**src/rtl/im_arbiter.sv**
```systemverilog
// Instruction-memory port arbiter: fetch (single-beat reads) vs boot loader (locked bursts).
// Optional starvation guard enabled by defining IM_ARB_STARVE_GUARD_EN.
//
// state | meaning
// IDLE  | port free; loader has priority, fetch granted otherwise
// LOAD  | loader burst in progress; port locked to the loader
module im_arbiter #(
  parameter int ADDR_W     = 13,
  parameter int DATA_W     = 32,
  parameter int STARVE_MAX = 8
) (
  input  logic              cpu_clk_50M,
  input  logic              cpu_rst_n,
  input  logic              if_req,
  input  logic [ADDR_W-1:0] if_addr,
  output logic              if_gnt,
  output logic              if_rvalid,
  output logic [DATA_W-1:0] if_rdata,
  input  logic              ld_req,
  input  logic              ld_we,
  input  logic [ADDR_W-1:0] ld_addr,
  input  logic [DATA_W-1:0] ld_wdata,
  input  logic              ld_last,
  output logic              ld_gnt,
  output logic              ld_rvalid,
  output logic [DATA_W-1:0] ld_rdata,
  output logic [ADDR_W-1:0] imaddr,
  output logic              imce,
  output logic              imwe,
  output logic [DATA_W-1:0] imwdata,
  input  logic [DATA_W-1:0] imrdata
);

  typedef enum logic {IDLE, LOAD} state_t;

  state_t state_q, state_d;
  logic   if_gnt_c, ld_gnt_c;
  logic   force_if;

  if (STARVE_MAX < 1 || STARVE_MAX > 255) begin : g_bad_starve_max
    $error("im_arbiter: STARVE_MAX out of range 1..255");
  end

`ifdef IM_ARB_STARVE_GUARD_EN
  localparam logic [7:0] STARVE_LIM = 8'(STARVE_MAX);

  logic [7:0] starve_cnt;

  // Forced fetch slot only when fetch is actually waiting.
  assign force_if = (state_q == LOAD) && if_req && (starve_cnt == STARVE_LIM);

  always_ff @(posedge cpu_clk_50M or negedge cpu_rst_n) begin
    if (!cpu_rst_n) begin
      starve_cnt <= '0;
    end else if (if_gnt || state_d == IDLE) begin
      starve_cnt <= '0;
    end else if (state_q == LOAD && if_req && starve_cnt != STARVE_LIM) begin
      starve_cnt <= starve_cnt + 8'd1;
    end
  end
`else
  assign force_if = 1'b0;
`endif

  always_ff @(posedge cpu_clk_50M or negedge cpu_rst_n) begin
    if (!cpu_rst_n) begin
      state_q <= IDLE;
    end else begin
      state_q <= state_d;
    end
  end

  always_comb begin
    state_d  = state_q;
    if_gnt_c = 1'b0;
    ld_gnt_c = 1'b0;
    case (state_q)
      IDLE: begin
        if (ld_req) begin
          ld_gnt_c = 1'b1;
          if (!ld_last) state_d = LOAD;
        end else if (if_req) begin
          if_gnt_c = 1'b1;
        end
      end
      LOAD: begin
        if (force_if) begin
          if_gnt_c = 1'b1;
        end else if (ld_req) begin
          ld_gnt_c = 1'b1;
          if (ld_last) state_d = IDLE;
        end
      end
      default: state_d = IDLE;
    endcase
  end

  // Grants are combinational, so they are gated to stay quiet while reset is held.
  assign if_gnt = if_gnt_c & cpu_rst_n;
  assign ld_gnt = ld_gnt_c & cpu_rst_n;

  assign imce    = if_gnt | ld_gnt;
  assign imwe    = ld_gnt & ld_we;
  assign imaddr  = if_gnt ? if_addr : (ld_gnt ? ld_addr : '0);
  assign imwdata = imwe ? ld_wdata : '0;

  always_ff @(posedge cpu_clk_50M or negedge cpu_rst_n) begin
    if (!cpu_rst_n) begin
      if_rvalid <= 1'b0;
      ld_rvalid <= 1'b0;
    end else begin
      if_rvalid <= if_req & if_gnt;
      ld_rvalid <= ld_req & ld_gnt & ~ld_we;
    end
  end

  assign if_rdata = imrdata;
  assign ld_rdata = imrdata;

endmodule

```
**config.mk**
```make
export PLATFORM = sky130hd
export DESIGN_NAME = im_arbiter
export DESIGN_NICKNAME = d
export VERILOG_FILES = /design/src/rtl/im_arbiter.sv
export SDC_FILE = /design/constraint.sdc
export NUM_CORES = 1
export LEC_CHECK = 0
export ABC_AREA = 1
export BUFFER_PORTS_ARGS = -buffer_cell sky130_fd_sc_hd__buf_2
export CAP_MARGIN = 20
export CELL_PAD_IN_SITES_DETAIL_PLACEMENT = 0
export CELL_PAD_IN_SITES_GLOBAL_PLACEMENT = 1
export CORE_ASPECT_RATIO = 1.4
export CORE_MARGIN = 5
export CORE_UTILIZATION = 13
export DETAILED_ROUTE_END_ITERATION = 8
export GPL_TIMING_DRIVEN = 0
export PLACE_DENSITY = 0.82
export RECOVER_POWER = 100
export SLEW_MARGIN = 20
export SYNTH_ARGS = -nofsm -noshare
export SYNTH_HDL_FRONTEND = slang
export SYNTH_SLANG_ARGS = --single-unit
```
**constraint.sdc**
```tcl
create_clock -name cpu_clk_50M -period 1.15 [get_ports cpu_clk_50M]
set_input_delay 0.23 -clock cpu_clk_50M [delete_from_list [all_inputs] [get_ports cpu_clk_50M]]
set_output_delay 0.23 -clock cpu_clk_50M [all_outputs]
set_load 0.02 [all_outputs]
```
==> impl_metrics.env, run 1 <==
export IMPL_min_path_type="in -> reg"
export IMPL_die_area_um2=10100
export IMPL_syn_nets=285
export IMPL_rsz0062_at_grt="true"
export IMPL_crit_path_end_kind="output port"
export IMPL_fin_ws_ns=-0.272
export IMPL_fillers=838
export IMPL_r2r_setup_slack_ns=0.29
export IMPL_place_area_um2=2110
export IMPL_first_iter_violations=24
export IMPL_drv_slew=0
export IMPL_gp_congestion=0.692
export IMPL_setup_viol=29
export IMPL_cts_num_sinks=3
export IMPL_regArea_um2=75.1
export IMPL_criticalPathCategory="reg -> out"
export IMPL_design_area_um2=2830
export IMPL_cp_required_ns=0.92
export IMPL_insertion_delay_ns=0.22
export IMPL_grt_pass1_vias=1634
export IMPL_nets=477
export IMPL_max_slew_margin_rel=0.817
export IMPL_switching_share=0.374
export IMPL_p_clk_frac=0.326
export IMPL_yosys_top_cells_area="buf_4 (45%), inv_1 (13%), nor2_1 (12%)"
export IMPL_async_reset_ff_frac=1.00
export IMPL_root_buffer="clkbuf_16"
export IMPL_synth_seq_cells=3
export IMPL_routed_via_density=3.62
export IMPL_h_tree_depth=1
export IMPL_yosysUniqueCellTypes=12
export IMPL_synth_top_area_share=0.452
export IMPL_period_share=1.24
export IMPL_seq_area_frac_synth=0.0707
export IMPL_clock_skew_final_ns=0.0000191
export IMPL_ios=211
export IMPL_crit_fanout=5
export IMPL_ant_nets=0
export IMPL_hp_start="ld_last"
export IMPL_outcome="finished, violations left"
export IMPL_drc=0
export IMPL_yosysWarnings=0
export IMPL_gr_total_overflow=0
export IMPL_antenna_cells=0
export IMPL_numPortBuffers=178
export IMPL_grt_pass1_wl_mm=6.88
export IMPL_syn_area_per_cell_um2=5.62
export IMPL_p_leak_uw=0.00154
export IMPL_detailedRoute_firstPassIterationCount=5
export IMPL_max_freq_ghz=0.703
export IMPL_violations="setup timing"
export IMPL_tightest_slew_ns=0.275
export IMPL_vdd_drop_max_uv=677
export IMPL_area_growth_synth_to_final_pct=166
export IMPL_p_switching_uw=623
export IMPL_hold_viol_final=0
export IMPL_internal_power_uw=1040
export IMPL_hpwl_mm=4.12
export IMPL_die_w_um=86.4
export IMPL_tritoncts="yes"
export IMPL_p_per_area_nw_per_um2=588
export IMPL_cts_path_max_buffers=2
export IMPL_power_frac_seq=0.069
export IMPL_core_area_um2=8050
export IMPL_period_needed_ns=1.42
export IMPL_grt_util_all_layers=0.0826
export IMPL_vias=1744
export IMPL_worstPathArrival_ns=1.19
export IMPL_maxCapViolations=0
export IMPL_drive_gt1_frac=0.634
export IMPL_initial_core_util=0.132
export IMPL_hold_path_cell_count=2
export IMPL_syn_instance_count=189
export IMPL_synth_most_common_cell="buf_4"
export IMPL_combPwrFrac=0.605
export IMPL_fp_row_count=39
export IMPL_grt_antenna_before_repair=0
export IMPL_grt_max_degree=11
export IMPL_wl_per_cell_um=11.5
export IMPL_multi_input_area_um2=614
export IMPL_setup_worst_path_start_class="flip-flop"
export IMPL_synth_edf_count=0
export IMPL_wl_mm=5.55
export IMPL_r2r_cells=3
export IMPL_clk_pin_slew_worst_paths_ns=0.03
export IMPL_die_y_um=117
export IMPL_fin_setup_tns_ns=-3.73
export IMPL_ys_top_cells_by_count="buf_4 (64), inv_1 (36), nor2_1 (33)"
export IMPL_synth_top_area_cell="buf_4"
export IMPL_synthFlopType="dfrtp_1"
export IMPL_syn_area_um2=1060
export IMPL_cts_made_buffers=3
[per-layer routing]
metal  global-route usage  routed length, um
met2                0.173               3170
met3               0.0259                733
met5                    0                  0
met4               0.0156                 18
met1               0.0764               1630
[final cells by class]
type                            instances  share of cell area
Clock buffer                            4              0.0279
Buffer                                 70               0.199
Multi-Input combinational cell         79               0.217
Sequential cell                         3              0.0265
Timing Repair Buffer                  187               0.433
Inverter                               37              0.0517
Tap cell                              102              0.0451
[repair_timing]
item / 4_1_cts / 5_1_grt
buffers inserted: 3 / 1
hold buffers: 1 / 0
pin swaps: 2 / 1
hold endpoints to repair: 3 / 0
gates cloned: 2 / 2
gates resized for setup: 98 / 88
endpoints found under the setup margin: 49 / 47
[placed cells by master, fill, tap and decap left out, drive strengths merged]
cell type,count
a21oi,1
nand3,13
dlygate4sd3,1
dfrtp,3
inv,37
nand2,31
nor2,34
clkbuf,70
buf,190
[critical path, stage by stage, from the launching register on]
cell and delay, ns:
dfrtp_1 0.39, nor2_4 0.14, buf_4 0.16, nand3_1 0.09, nand2_2 0.08, buf_6 0.11
[through the flow]
step	hold slack, ns	instances	power [uW]	utilization	setup WS, ns
floorplan	-0.0656	189	632	-	-0.00194
global placement	0.0449	469	922	0.262	-0.328
detailed placement	0.0499	469	927	0.262	-0.338
CTS	0.195	479	1580	0.313	-0.273
global route	0.207	482	1750	0.351	-0.322
finish	0.210	482	1660	0.351	-0.272
[power groups by stage]
stage | logic [uW] | registers [uW] | clock network, uW
finish | 1010 | 115 | 542
global route | 1070 | 116 | 563
CTS | 918 | 115 | 548
detailed placement | 812 | 115 | 0
global placement | 807 | 115 | 0
floorplan | 515 | 118 | 0
[cell families after synthesis]
kind of cell,after synthesis,share of synthesized area
AOI/OAI and AO/OA,1,0.00471
buffers and inverters,107,0.629
DFF,3,0.0707
and+or+nand+nor,78,0.296
[worst max-delay path by stage]
stage | to | cells after the start
finish | imaddr[7] | 5
global placement | imwdata[18] | 7
floorplan | imwdata[22] | 5
CTS | imaddr[10] | 5
global route | imaddr[2] | 5
detailed placement | imwdata[18] | 7
Note: power is estimated with default switching activity, not from simulation.
==> run 2: changes to the inputs <==
- CELL_PAD_IN_SITES_DETAIL_PLACEMENT: 0 -> 2
- CELL_PAD_IN_SITES_GLOBAL_PLACEMENT: 1 -> 2
- CORE_UTILIZATION: 13 -> 10
- GPL_ROUTABILITY_DRIVEN: not set -> 0
- PLACE_DENSITY: 0.82 -> 0.92
==> run 2 against run 1 <==
Net effect: non-clock buffer count grew 3; count of clock-buffer cells in the layout is the same; largest cell class unchanged; power grew 6.4%; register-to-register slack lost 0.05 ns; design area grew 5.2%; die area grew 27%; critical endpoint is now imaddr[5]; global-route usage grew 3.0 points; the run still ends with setup timing left.
==> impl_metrics.env, run 2 (synthesis results as in run 1) <==
export IMPL_period_share=1.28
export IMPL_h_tree_depth=1
export IMPL_hold_viol_final=0
export IMPL_cts_path_max_buffers=2
export IMPL_vias=1855
export IMPL_insertion_delay_ns=0.23
export IMPL_detailedRoute_firstPassIterationCount=4
export IMPL_maxCapViolations=0
export IMPL_ant_nets=0
export IMPL_grt_util_all_layers=0.112
export IMPL_area_growth_synth_to_final_pct=180
export IMPL_criticalPathCategory="reg -> out"
export IMPL_gr_total_overflow=0
export IMPL_grt_pass1_vias=2232
export IMPL_tritoncts="yes"
export IMPL_period_needed_ns=1.47
export IMPL_max_freq_ghz=0.680
export IMPL_combPwrFrac=0.606
export IMPL_cts_num_sinks=3
export IMPL_routed_via_density=3.55
export IMPL_cts_made_buffers=3
export IMPL_crit_top_cell="buf_6"
export IMPL_hpwl_mm=5.88
export IMPL_fin_ws_ns=-0.320
export IMPL_clk_pin_slew_worst_paths_ns=0.03
export IMPL_p_clk_frac=0.329
export IMPL_setup_viol=32
export IMPL_die_w_um=97.1
export IMPL_grt_pass1_wl_mm=11.6
export IMPL_design_area_um2=2980
export IMPL_drc=0
export IMPL_crit_chain="nor2_4, buf_6, nand3_2, nand2_2, buf_6"
export IMPL_outcome="finished, violations left"
export IMPL_vdd_drop_max_uv=569
export IMPL_final_cell_mix="buf_4 (73), clkbuf_1 (66), buf_2 (63), buf_6 (49), inv_1 (35)"
export IMPL_p_leak_uw=0.00158
export IMPL_ios=211
export IMPL_grt_max_degree=11
export IMPL_die_y_um=132
export IMPL_fp_row_count=44
export IMPL_antenna_cells=0
export IMPL_crit_path_end_kind="output port"
export IMPL_initial_core_util=0.102
export IMPL_layout_commonest_cell="buf_4"
export IMPL_drive_gt1_frac=0.656
export IMPL_switching_share=0.396
export IMPL_cp_slowest_cell="dfrtp_1"
export IMPL_clock_skew_final_ns=0.000269
export IMPL_root_buffer="clkbuf_16"
export IMPL_nets=481
export IMPL_core_area_um2=10400
export IMPL_drv_slew=0
export IMPL_first_iter_violations=7
export IMPL_cp_required_ns=0.92
export IMPL_place_area_um2=2150
export IMPL_worstPathArrival_ns=1.24
export IMPL_max_slew_margin_rel=0.813
export IMPL_violations="setup timing"
export IMPL_crit_fanout=5
export IMPL_internal_power_uw=1070
export IMPL_wl_mm=7.81
export IMPL_tightest_slew_ns=0.282
export IMPL_rsz0062_at_grt="true"
export IMPL_critical_path_max_stage_delay_ns=0.39
export IMPL_wl_per_cell_um=15.0
export IMPL_setup_worst_path_start_class="flip-flop"
export IMPL_min_path_type="in -> reg"
export IMPL_p_per_area_nw_per_um2=595
export IMPL_numPortBuffers=178
export IMPL_power_frac_seq=0.065
export IMPL_grt_antenna_before_repair=0
export IMPL_fin_setup_tns_ns=-4.96
export IMPL_die_area_um2=12800
export IMPL_p_switching_uw=702
==> run 2: worst paths after layout <==
check / startpoint / end / slack, ns / depth (start not counted)
max: flip-flop / imaddr[5] / -0.32 / 5
min: ld_last / flip-flop / 0.18 / 2
max reg2reg: flip-flop / if_rvalid / 0.24 / 4
min reg2reg: flip-flop / if_rvalid / 0.73 / 4
max in group asynchronous: cpu_rst_n / ld_rvalid / 0.61 / 2
min in group asynchronous: cpu_rst_n / asynchronous set/reset pin / 0.38 / 2
==> run 2: cell type report <==
cell class	instances	area, um2
tap	138	173
clock buffer	4	78.8
multi-input combinational	80	664
buffer	70	568
fill	1253	7430
timing repair buffer	190	1270
sequential	3	75.1
inverter	37	146
==> run 2: worst max-delay path, delay by kind of cell, from the launching register on <==
family / cells / cell delay [ns]
simple gates: 3 / 0.35
flops: 1 / 0.39
buf+inv: 2 / 0.28
==> run 2: power by group through the flow <==
stage	combinational (uW)	sequential (uW)	clock, uW
6_report	1070	115	582
5_1_grt	1140	116	598
3_5_place_dp	841	115	0
4_1_cts	1060	115	579
2_1_floorplan	515	118	0
3_3_place_gp	811	115	0
==> run 2: repair_timing <==
item / CTS / global route
endpoints found under the setup margin: 49 / 48
gates cloned: 5 / 0
pin swaps: 4 / 10
resized for setup: 157 / 45
buffers inserted: 7 / 1
hold buffers: 1 / 0
endpoints found under the hold margin: 3 / 0
==> run 2: stage by stage <==
| stage | hold WS, ns | power (uW) | setup WS, ns | util | instances |
|---|---|---|---|---|---|
| after floorplan | -0.0656 | 632 | -0.00194 | - | 189 |
| after global placement | 0.0454 | 926 | -0.295 | 0.207 | 505 |
| after detailed placement | 0.0449 | 956 | -0.371 | 0.207 | 505 |
| after CTS | 0.183 | 1750 | -0.338 | 0.278 | 522 |
| after global routing | 0.190 | 1860 | -0.376 | 0.286 | 522 |
| final | 0.185 | 1770 | -0.320 | 0.286 | 522 |
==> run 2: per-layer routing <==
metal	track usage	vias up	routed length [um]
li1	-	868	-
met1	0.0982	849	2290
met2	0.238	133	4630
met3	0.0376	5	834
met4	0.0234	0	59
met5	0	-	0
==> run 3: changes to the inputs <==
- CAP_MARGIN: 20 -> not set
- clock period: 1.15 -> 1.65 ns (I/O delays scaled with it)
==> run 3 against run 2 <==
Net effect: the flow now finishes without violations; critical path depth did not move; setup slack improved by 0.42 ns; power fell by 42%; clock skew barely moved; cell count fell by 1.9%; core utilization fell by 7.8 points; clock power fell by 33%; largest cell class unchanged; largest power group unchanged.
==> impl_metrics.env, run 3 (synthesis results as in run 1) <==
export IMPL_cts_path_max_buffers=2
export IMPL_crit_path_end_kind="output port"
export IMPL_numPortBuffers=178
export IMPL_drc=0
export IMPL_antenna_cells=0
export IMPL_grt_util_all_layers=0.0906
export IMPL_crit_fanout=4
export IMPL_grt_pass1_wl_mm=9.65
export IMPL_vias=1775
export IMPL_period_share=0.941
export IMPL_initial_core_util=0.102
export IMPL_insertion_delay_ns=0.23
export IMPL_whs_ns=0.285
export IMPL_outcome="completed"
export IMPL_maxCapViolations=0
export IMPL_nets=471
export IMPL_rsz0062_at_grt="false"
export IMPL_ios=211
export IMPL_worstPathArrival_ns=1.22
export IMPL_routed_via_density=3.47
export IMPL_clk_pin_slew_worst_paths_ns=0.03
export IMPL_die_area_um2=12800
export IMPL_cts_num_sinks=3
export IMPL_fp_row_count=44
export IMPL_tritoncts="yes"
export IMPL_min_path_type="in -> reg"
export IMPL_grt_antenna_before_repair=0
export IMPL_p_per_area_nw_per_um2=476
export IMPL_cts_made_buffers=3
export IMPL_max_freq_ghz=0.644
export IMPL_wl_mm=6.34
export IMPL_cp_required_ns=1.32
export IMPL_detailedRoute_firstPassIterationCount=2
export IMPL_setup_worst_path_start_class="flip-flop"
export IMPL_area_growth_synth_to_final_pct=104
export IMPL_core_area_um2=10400
export IMPL_period_needed_ns=1.55
export IMPL_grt_max_degree=11
export IMPL_tightest_slew_ns=0.350
export IMPL_hp_start="ld_last"
export IMPL_r2r_cells=3
export IMPL_p_leak_uw=0.00140
export IMPL_grt_pass1_vias=2032
export IMPL_layout_commonest_cell="buf_2"
export IMPL_hpwl_mm=5.92
export IMPL_die_y_um=132
export IMPL_root_buffer="clkbuf_16"
export IMPL_final_cell_mix="buf_2 (88), clkbuf_1 (72), buf_4 (68), inv_1 (36), nor2_1 (33)"
export IMPL_gr_total_overflow=0
export IMPL_die_w_um=97.1
export IMPL_drv_slew=0
export IMPL_crit_end="imaddr[1]"
export IMPL_h_tree_depth=1
export IMPL_max_slew_margin_rel=0.768
export IMPL_ant_nets=0
export IMPL_drive_gt1_frac=0.495
export IMPL_setup_viol=0
export IMPL_hold_viol_final=0
export IMPL_r2r_setup_slack_ns=0.81
export IMPL_first_iter_violations=12
export IMPL_fillers=1319
export IMPL_wl_per_cell_um=12.4
export IMPL_fin_util=0.208
export IMPL_clock_skew_final_ns=0.0000439
export IMPL_criticalPathCategory="reg -> out"
export IMPL_vdd_drop_max_uv=262
==> run 3: cell count changes in the layout (fill, tap and decap cells not counted), sizes merged <==
cell	delta
nand2	-1
buf	-33
clkbuf	+24
==> run 3: timing repair <==
action,4_1_cts,5_1_grt
setup endpoints to repair,39,38
gates cloned,0,0
hold endpoints to repair,3,0
pin swaps,0,1
gates resized for setup,5,1
buffers inserted,0,2
hold buffers,1,0
==> run 3: metal layers <==
metal	wire, um	share of wire	GRT usage	vias to the layer above
li1	-	-	-	846
met1	1880	0.30	0.0761	802
met2	3660	0.58	0.193	123
met3	733	0.12	0.0291	4
met4	72	0.011	0.0265	0
met5	0	0	0	-
==> run 3: metrics by stage <==
stage | setup WS (ns) | setup TNS, ns | power (uW) | area [um2] | instances
floorplan | 0.298 | 0 | 435 | 1060 | 189
global placement | -0.0235 | -0.0491 | 641 | 2130 | 505
detailed placement | -0.0546 | -0.848 | 661 | 2130 | 505
CTS | 0.0160 | 0 | 1070 | 2230 | 510
global route | 0.000495 | 0 | 1090 | 2160 | 512
finish | 0.0978 | 0 | 1030 | 2160 | 512
==> run 3: cell type report <==
| type | count | area [um2] | share of cell area |
|---|---|---|---|
| timing repair buffer | 181 | 830 | 0.384 |
| inverter | 37 | 139 | 0.0642 |
| clock buffer | 4 | 78.8 | 0.0365 |
| buffer | 70 | 538 | 0.249 |
| multi-input combinational | 79 | 329 | 0.152 |
| tap | 138 | 173 | 0.0799 |
| sequential | 3 | 75.1 | 0.0347 |
==> run 3: worst min path at each step <==
stage,cells after the start,endpoint
final,2,flip-flop
after global routing,2,flip-flop
after CTS,2,flip-flop
after detailed placement,1,if_rvalid
after global placement,1,asynchronous set/reset pin
after floorplan,0,asynchronous set/reset pin
==> run 3: power breakdown <==
group / switching (uW) / internal, uW / leakage, uW
sequential: 2.14 / 77.9 / 0.0000384
clock: 69.4 / 319 / 0.0000382
combinational: 318 / 242 / 0.00132
==> run 3: worst max-delay path: stages (launching register included) <==
cell      delay [ns]
dfrtp_1         0.38
nor2_4          0.14
buf_4           0.15
nand3_1         0.08
nand2_1         0.08
clkbuf_2        0.17
